### config.mk
export PLATFORM = sky130hd
export DESIGN_NAME = ps2_receiver
export DESIGN_NICKNAME = d
export VERILOG_FILES = /design/src/rtl/ps2_receiver_pkg.sv /design/src/rtl/ps2_receiver_sync.sv /design/src/rtl/ps2_receiver.sv
export SDC_FILE = /design/constraint.sdc
export NUM_CORES = 1
export LEC_CHECK = 0
export ABC_AREA = 1
export CAP_MARGIN = 20
export CORE_MARGIN = 2
export CORE_UTILIZATION = 57
export CTS_CLUSTER_DIAMETER = 150
export CTS_CLUSTER_SIZE = 24
export DETAILED_ROUTE_END_ITERATION = 7
export GPL_TIMING_DRIVEN = 0
export PLACE_DENSITY = 0.81
export SLEW_MARGIN = 30
export SYNTH_ARGS = -nofsm -noshare
export SYNTH_HDL_FRONTEND = slang
export SYNTH_SLANG_ARGS = --single-unit
### constraint.sdc
create_clock -name CLOCK_50 -period 2.1 [get_ports CLOCK_50]
set_input_delay 0.315 -clock CLOCK_50 [delete_from_list [all_inputs] [get_ports CLOCK_50]]
set_output_delay 0.315 -clock CLOCK_50 [all_outputs]
set_load 0.02 [all_outputs]
### src/rtl/ps2_receiver_pkg.sv
// ps2_receiver_pkg: shared PS/2 FSM state encodings and scan-code set 2 prefix bytes
package ps2_receiver_pkg;
  localparam logic [1:0] S_IDLE   = 2'd0;
  localparam logic [1:0] S_DATA   = 2'd1;
  localparam logic [1:0] S_PARITY = 2'd2;
  localparam logic [1:0] S_STOP   = 2'd3;
  localparam logic [7:0] PS2_EXT  = 8'hE0;
  localparam logic [7:0] PS2_BRK  = 8'hF0;
endpackage

### src/rtl/ps2_receiver_sync.sv
// ps2_sync: 2-FF synchronizers for ps2_clk/ps2_dat plus falling-edge detect (clk, rst in; ps2_clk, ps2_dat async in; fall, dat_s out)
module ps2_sync (
  input  logic clk,
  input  logic rst,
  input  logic ps2_clk,
  input  logic ps2_dat,
  output logic fall,
  output logic dat_s
);
  logic [2:0] c_q;
  logic [1:0] d_q;
  always_ff @(posedge clk or posedge rst) begin
    if (rst) begin
      c_q <= '1;
      d_q <= '1;
    end else begin
      c_q <= {c_q[1:0], ps2_clk};
      d_q <= {d_q[0], ps2_dat};
    end
  end
  assign fall  = c_q[2] & ~c_q[1];
  assign dat_s = d_q[1];
endmodule

### src/rtl/ps2_receiver.sv
// ps2_receiver: PS/2 frame receiver with watchdog and set-2 make/break decoder (CLOCK_50, reset, ps2_clk, ps2_dat in; scan_code/valid, key_code/extended/released/valid, frame_err out)
module ps2_receiver
  import ps2_receiver_pkg::*;
#(
  parameter int TIMEOUT_CYCLES = 50000
) (
  input  logic       CLOCK_50,
  input  logic       reset,
  input  logic       ps2_clk,
  input  logic       ps2_dat,
  output logic [7:0] scan_code,
  output logic       scan_valid,
  output logic [7:0] key_code,
  output logic       key_extended,
  output logic       key_released,
  output logic       key_valid,
  output logic       frame_err
);
  localparam int WW = $clog2(TIMEOUT_CYCLES + 1);
  localparam logic [WW-1:0] TO = WW'(TIMEOUT_CYCLES);
  logic fall, dat_s, good;
  logic [1:0] state_q, state_d;
  logic [2:0] cnt_q, cnt_d;
  logic [7:0] sh_q, sh_d, scan_code_q, scan_code_d, key_code_q, key_code_d;
  logic par_q, par_d, ext_q, ext_d, brk_q, brk_d;
  logic scan_valid_q, scan_valid_d, key_valid_q, key_valid_d, frame_err_q, frame_err_d;
  logic key_extended_q, key_extended_d, key_released_q, key_released_d;
  logic [WW-1:0] wd_q, wd_d;
  ps2_sync u_sync (
    .clk    (CLOCK_50),
    .rst    (reset),
    .ps2_clk(ps2_clk),
    .ps2_dat(ps2_dat),
    .fall   (fall),
    .dat_s  (dat_s)
  );
  assign good = dat_s & (^{sh_q, par_q});
  always_comb begin
    state_d        = state_q;
    cnt_d          = cnt_q;
    sh_d           = sh_q;
    par_d          = par_q;
    ext_d          = ext_q;
    brk_d          = brk_q;
    scan_code_d    = scan_code_q;
    key_code_d     = key_code_q;
    key_extended_d = key_extended_q;
    key_released_d = key_released_q;
    scan_valid_d   = 1'b0;
    key_valid_d    = 1'b0;
    frame_err_d    = 1'b0;
    wd_d           = (fall || state_q == S_IDLE) ? '0 : wd_q + 1'b1;
    if (fall) begin
      case (state_q)
        S_IDLE: if (!dat_s) begin
          state_d = S_DATA;
          cnt_d   = '0;
          sh_d    = '0;
        end
        S_DATA: begin
          sh_d    = {dat_s, sh_q[7:1]};
          cnt_d   = cnt_q + 1'b1;
          state_d = (cnt_q == 3'd7) ? S_PARITY : S_DATA;
        end
        S_PARITY: begin
          par_d   = dat_s;
          state_d = S_STOP;
        end
        default: begin
          state_d = S_IDLE;
          if (good) begin
            scan_code_d  = sh_q;
            scan_valid_d = 1'b1;
            if (sh_q == PS2_EXT) ext_d = 1'b1;
            else if (sh_q == PS2_BRK) brk_d = 1'b1;
            else begin
              key_code_d     = sh_q;
              key_extended_d = ext_q;
              key_released_d = brk_q;
              key_valid_d    = 1'b1;
              ext_d          = 1'b0;
              brk_d          = 1'b0;
            end
          end else begin
            frame_err_d = 1'b1;
            ext_d       = 1'b0;
            brk_d       = 1'b0;
          end
        end
      endcase
    end else if (state_q != S_IDLE && wd_q == TO) begin
      state_d     = S_IDLE;
      frame_err_d = 1'b1;
      ext_d       = 1'b0;
      brk_d       = 1'b0;
    end
  end
  always_ff @(posedge CLOCK_50 or posedge reset) begin
    if (reset) begin
      state_q        <= S_IDLE;
      cnt_q          <= '0;
      sh_q           <= '0;
      par_q          <= 1'b0;
      ext_q          <= 1'b0;
      brk_q          <= 1'b0;
      wd_q           <= '0;
      scan_code_q    <= '0;
      key_code_q     <= '0;
      key_extended_q <= 1'b0;
      key_released_q <= 1'b0;
      scan_valid_q   <= 1'b0;
      key_valid_q    <= 1'b0;
      frame_err_q    <= 1'b0;
    end else begin
      state_q        <= state_d;
      cnt_q          <= cnt_d;
      sh_q           <= sh_d;
      par_q          <= par_d;
      ext_q          <= ext_d;
      brk_q          <= brk_d;
      wd_q           <= wd_d;
      scan_code_q    <= scan_code_d;
      key_code_q     <= key_code_d;
      key_extended_q <= key_extended_d;
      key_released_q <= key_released_d;
      scan_valid_q   <= scan_valid_d;
      key_valid_q    <= key_valid_d;
      frame_err_q    <= frame_err_d;
    end
  end
  assign scan_code    = scan_code_q;
  assign scan_valid   = scan_valid_q;
  assign key_code     = key_code_q;
  assign key_extended = key_extended_q;
  assign key_released = key_released_q;
  assign key_valid    = key_valid_q;
  assign frame_err    = frame_err_q;
endmodule

==> results by stage, run 1 <==
Clocking:
- In this run the number of H-tree levels came out at 3.
- No sink is reached through more buffers than the 2 on the longest clock path.
- The post-CTS clock slew at the launch and capture registers of the worst setup and hold paths is 0.06 ns.
- The number of hold buffers added after CTS was 0.
- The clock sink count is 58.
- The post-cts sizing count is 0.
- TritonCTS built the clock tree.
- The post-CTS setup repair buffer count is 0.
- The insertion delay of the later-clocked pin in the worst-skew pair is roughly 0.34 ns.
- Counting the buffers created by CTS gives 9.
- The tree is rooted in a clkbuf_8.

Drt:
- After detailed routing, the average wire length per cell comes to 12.32 um.
- The via count is 2,248.
- The post-detailed-route via-to-cell ratio is 5.132.
- The total wirelength of the detailed-routed design is ~5400 um.
- The remaining number of nets flagged by the antenna check after routing is 0.
- In the routed design, unresolved DRC markers number 0.
- The total iterations of the first detailed-routing run is 4.
- In this run, the number of DRC markers left after iteration 0 of detailed routing was 185.

Floorplan:
- The die area is 5524 um2.
- The floorplan step defined a core boundary enclosing 4755 um2.
- The number of core rows is 25.
- The die extent in x is 74.33 um.
- The number of top-level pins is 25.
- The initial utilization of the core area, before any placement, comes to around three fifths.
- The floorplan step set the die height to 74.33 um.

Timing:
- The setup-violating endpoint count in the final report is 0.
- The max-slew violation count is 0.
- Static timing analysis puts the maximum clock frequency at 557.7 MHz.
- The worst setup slack after layout is 0.3070 ns.
- Setup repair after global routing left no endpoint under its margin.
- Dividing the final minimum period by the clock period gives 85.38%.
- The clock period minus final worst setup slack is between 1.5 and 2 ns.
- The total negative slack for setup checks is 0 ns.
- The worst-case clock skew is 0.007169 ns.
- The number of hold violations in the final report is 0.
- The actual slew at the worst max-slew pin is 0.5513 ns.
- In this run the tightest slew margin relative to its limit is 63.11%.

Cells and area:
- The post-route core utilization is 70.24%.
- Relative to the synthesized area, the layout overhead comes to 18.46%.
- The net count of the finished layout is 374.
- The filler cell count is 384.
- In the final layout, the multi-input gates occupy 1166 um2.
- 0 antenna diodes ended up in the layout.
- Of the cells placed in the final design, the portion with a size suffix greater than 1 is 15.36%.
- The post-route cell area is 3339 um2.
- Summing all flip-flop and latch instances after layout gives approximately 1500 um2.

Power and ir drop:
- In this run the power density over the cells is 691.7 nW/um2.
- The part of the power in combinational logic is a little over a tenth.
- Net switching is 26.99% of the power.
- The analysis attributes to net switching a power of 0.0006233 W.
- The part of the power in the clock network is 38.0%.
- The analysis attributes to cell leakage a power of 1.612 nW.
- The internal power consumption is 0.001687 W.
- The total power is about 0.0023 W.
- Sequential cells burn 51.0% of the power.
- The worst supply voltage drop on vdd is 0.4714 mV.

Placement:
- The weighted congestion reported at the end of routability-driven placement is about 0.85.
- The setup slack at placement is around 0.19 ns.
- The instance area after placement is between 3000 and 4000 um2.
- The quantity of I/O buffers inserted on ports is 24.
- Detailed placement finished with a half-perimeter wire length of 3930 um.

Global route:
- Global routing consumed, on the met1 layer, 33.81% of the routing resources.
- The maximum number of pins on one net before global-route repair is 51.
- After global routing the overflow that remains totals 0.
- The number of global-route vias before repair is 2,078.
- The overall global routing resource usage is 23.21%.
- In this run the most used layer during global routing was met1.
- The wire length of the first global-routing pass is around 9500 um.
- For this run, global-route usage on met3 was measured as 6.911%.
- The met2 usage in global routing is between 30% and 40%.
- The number of antenna violations at the first check in global routing is 0.

Worst hold path:
- The worst hold path belongs to the class input port to asynchronous set/reset pin.

Yosys:
- In this run the cell area of the synthesized design comes to 2819 um2.
- The per-instance average area after synthesis is 8.542 um2.
- The total of flip-flops plus latches after synthesis is between 50 and 60.
- Yosys mapped a number of flops with a built-in enable equal to 0.
- The largest total area in the synthesized netlist belongs to dfrtp_1.
- For this run, the register share of the synthesized area comes to 51.71%.
- By area the synthesized netlist is led by dfrtp_1 47%, nand2_1 11%, nand4_1 4.9%, dfstp_2 4.7%, inv_1 4.4%.
- The most common flop cell mapped by yosys is dfrtp_1.
- The share of flip-flops with an asynchronous set or reset is 100.0%.
- Synthesis produced a netlist whose cell count is 330.
- The synthesis warning total is 0.
- The distinct cell type count after synthesis is 29.
- The most frequently used cell type in the post-synthesis netlist is nand2_1.
- The area share of the largest cell type after synthesis is 47.05%.
- The synthesized netlist net count is around 340.
- In the synthesized netlist, the cells that appear most often are 86 x nand2_1, 53 x dfrtp_1, 33 x inv_1.

Critical path:
- The delay contributed by the slowest stage of the critical path is 0.51 ns.
- The kind of start point of the critical path is a register.
- Counting stages on the worst path, the most repeated cell is nand2_1.
- Data arrives at the worst endpoint at 2.02 ns.
- STA puts the critical path data required time at 2.33 ns.
- The signal on the critical path passes through buf_2 > inv_1 > nor2_1 > a21boi_2 > nand3_2 > nand2_1 > nand2_1.
- The slowest library cell on the worst path is dfstp_2.
- The maximum fanout along the worst path is 9.
- The worst setup path is captured at a register.
- The setup path with the least slack is of type register to register.
- The number of buffers and inverters on the critical path is 2.
- Broken down by cell family, the worst path's largest delay share belongs to simple AND/OR/NAND/NOR gates.

Status:
- The run finished with clean final reports.

Job:
- Across the run, the number of max-cap violations was 0.
==> path summary, 6_finish.rpt <==
| path | depth (start not counted) | slack (ns) | to | start |
|---|---|---|---|---|
| max in group asynchronous | 3 | 1.37 | u_sync.c_q[1]$_DFF_PP1_ | reset |
| worst max-delay path | 7 | 0.31 | scan_code[6]$_DFFE_PP0P_ | u_sync.d_q[1]$_DFF_PP1_ |
| worst max register to register | 7 | 0.31 | scan_code[6]$_DFFE_PP0P_ | u_sync.d_q[1]$_DFF_PP1_ |
| worst min register to register | 0 | 0.36 | u_sync.c_q[1]$_DFF_PP1_ | u_sync.c_q[0]$_DFF_PP1_ |
| worst min-delay path | 2 | 0.22 | wd_q[10]$_DFF_PP0_ | reset |
| min in group CLOCK_50 | 0 | 0.36 | u_sync.c_q[1]$_DFF_PP1_ | u_sync.c_q[0]$_DFF_PP1_ |
==> state kept, by name, indices dropped and copies added, names as in the netlist, 2 cells and up <==
name / flops
wd_q: 16
cnt_q: 3
sh_q: 8
u_sync.d_q: 2
scan_code: 8
u_sync.c_q: 3
state_q: 2
key_code: 8
==> placed cells by master, fill, tap and decap left out, types with 2 or more instances in the layout <==
master / n
clkinv_1: 2
nand2_2: 14
nand4_1: 22
dfstp_2: 5
inv_2: 8
nor2_1: 29
buf_4: 2
clkbuf_8: 10
nand3_1: 16
clkinv_2: 3
nor3_1: 10
clkbuf_1: 3
o22ai_1: 8
clkdlybuf4s50_1: 24
inv_1: 32
xnor2_1: 2
buf_2: 2
dfrtp_1: 53
nand2_1: 86
o21ai_0: 10
nand3_2: 4
ha_1: 4
a21oi_1: 9
==> routing by layer <==
| layer | vias to the layer above | part of all wire [%] |
|---|---|---|
| li1 | 1152 | - |
| met1 | 1029 | 49 |
| met3 | 11 | 5.2 |
| met5 | - | 0 |
| met2 | 56 | 43 |
| met4 | 0 | 2.0 |
==> through the flow <==
step	hold WS, ns	cells
finish	0.2208	438
global route	0.2200	438
CTS	0.2226	438
detailed placement	0.3468	422
global placement	0.3465	421
floorplan	0.3195	330
==> final cells by class <==
| type | count | share of cell area (%) |
|---|---|---|
| flip-flops and latches | 58 | 43.65 |
| multi-input cells | 224 | 34.92 |
| repair buffers | 25 | 8.018 |
| inverters | 43 | 4.908 |
| clock buffers | 13 | 4.459 |
| well taps | 67 | 2.510 |
| plain buffers | 5 | 1.087 |
| clock inverters | 3 | 0.4496 |
==> power groups by stage <==
stage / clock network [W] / logic [W] / registers [W]
finish: 0.000878 / 0.000253 / 0.00118
global route: 0.000964 / 0.000292 / 0.00118
CTS: 0.000894 / 0.000256 / 0.00118
detailed placement: 0 / 0.000253 / 0.00120
global placement: 0 / 0.000237 / 0.00120
floorplan: 0 / 0.000192 / 0.00119
==> kinds of logic (layout without fill, tap and decap cells) <==
kind of cell	count (synthesis)	count (layout)	share of synthesized area (%)
xor gates and xnor gates	5	5	2.885
AOI/OAI and AO/OA	31	31	6.347
and+or+nand+nor	184	184	30.27
DFF	58	58	51.71
adders and majority gates	4	4	1.775
buffers and inverters	48	89	7.013
Note: power is estimated with default switching activity, not from simulation.
==> run 2: changes to the inputs <==
GPL_ROUTABILITY_DRIVEN = 0   (was unset)
==> results of run 2 <==
Final layout, timing and power as in run 1 (identical DEF).
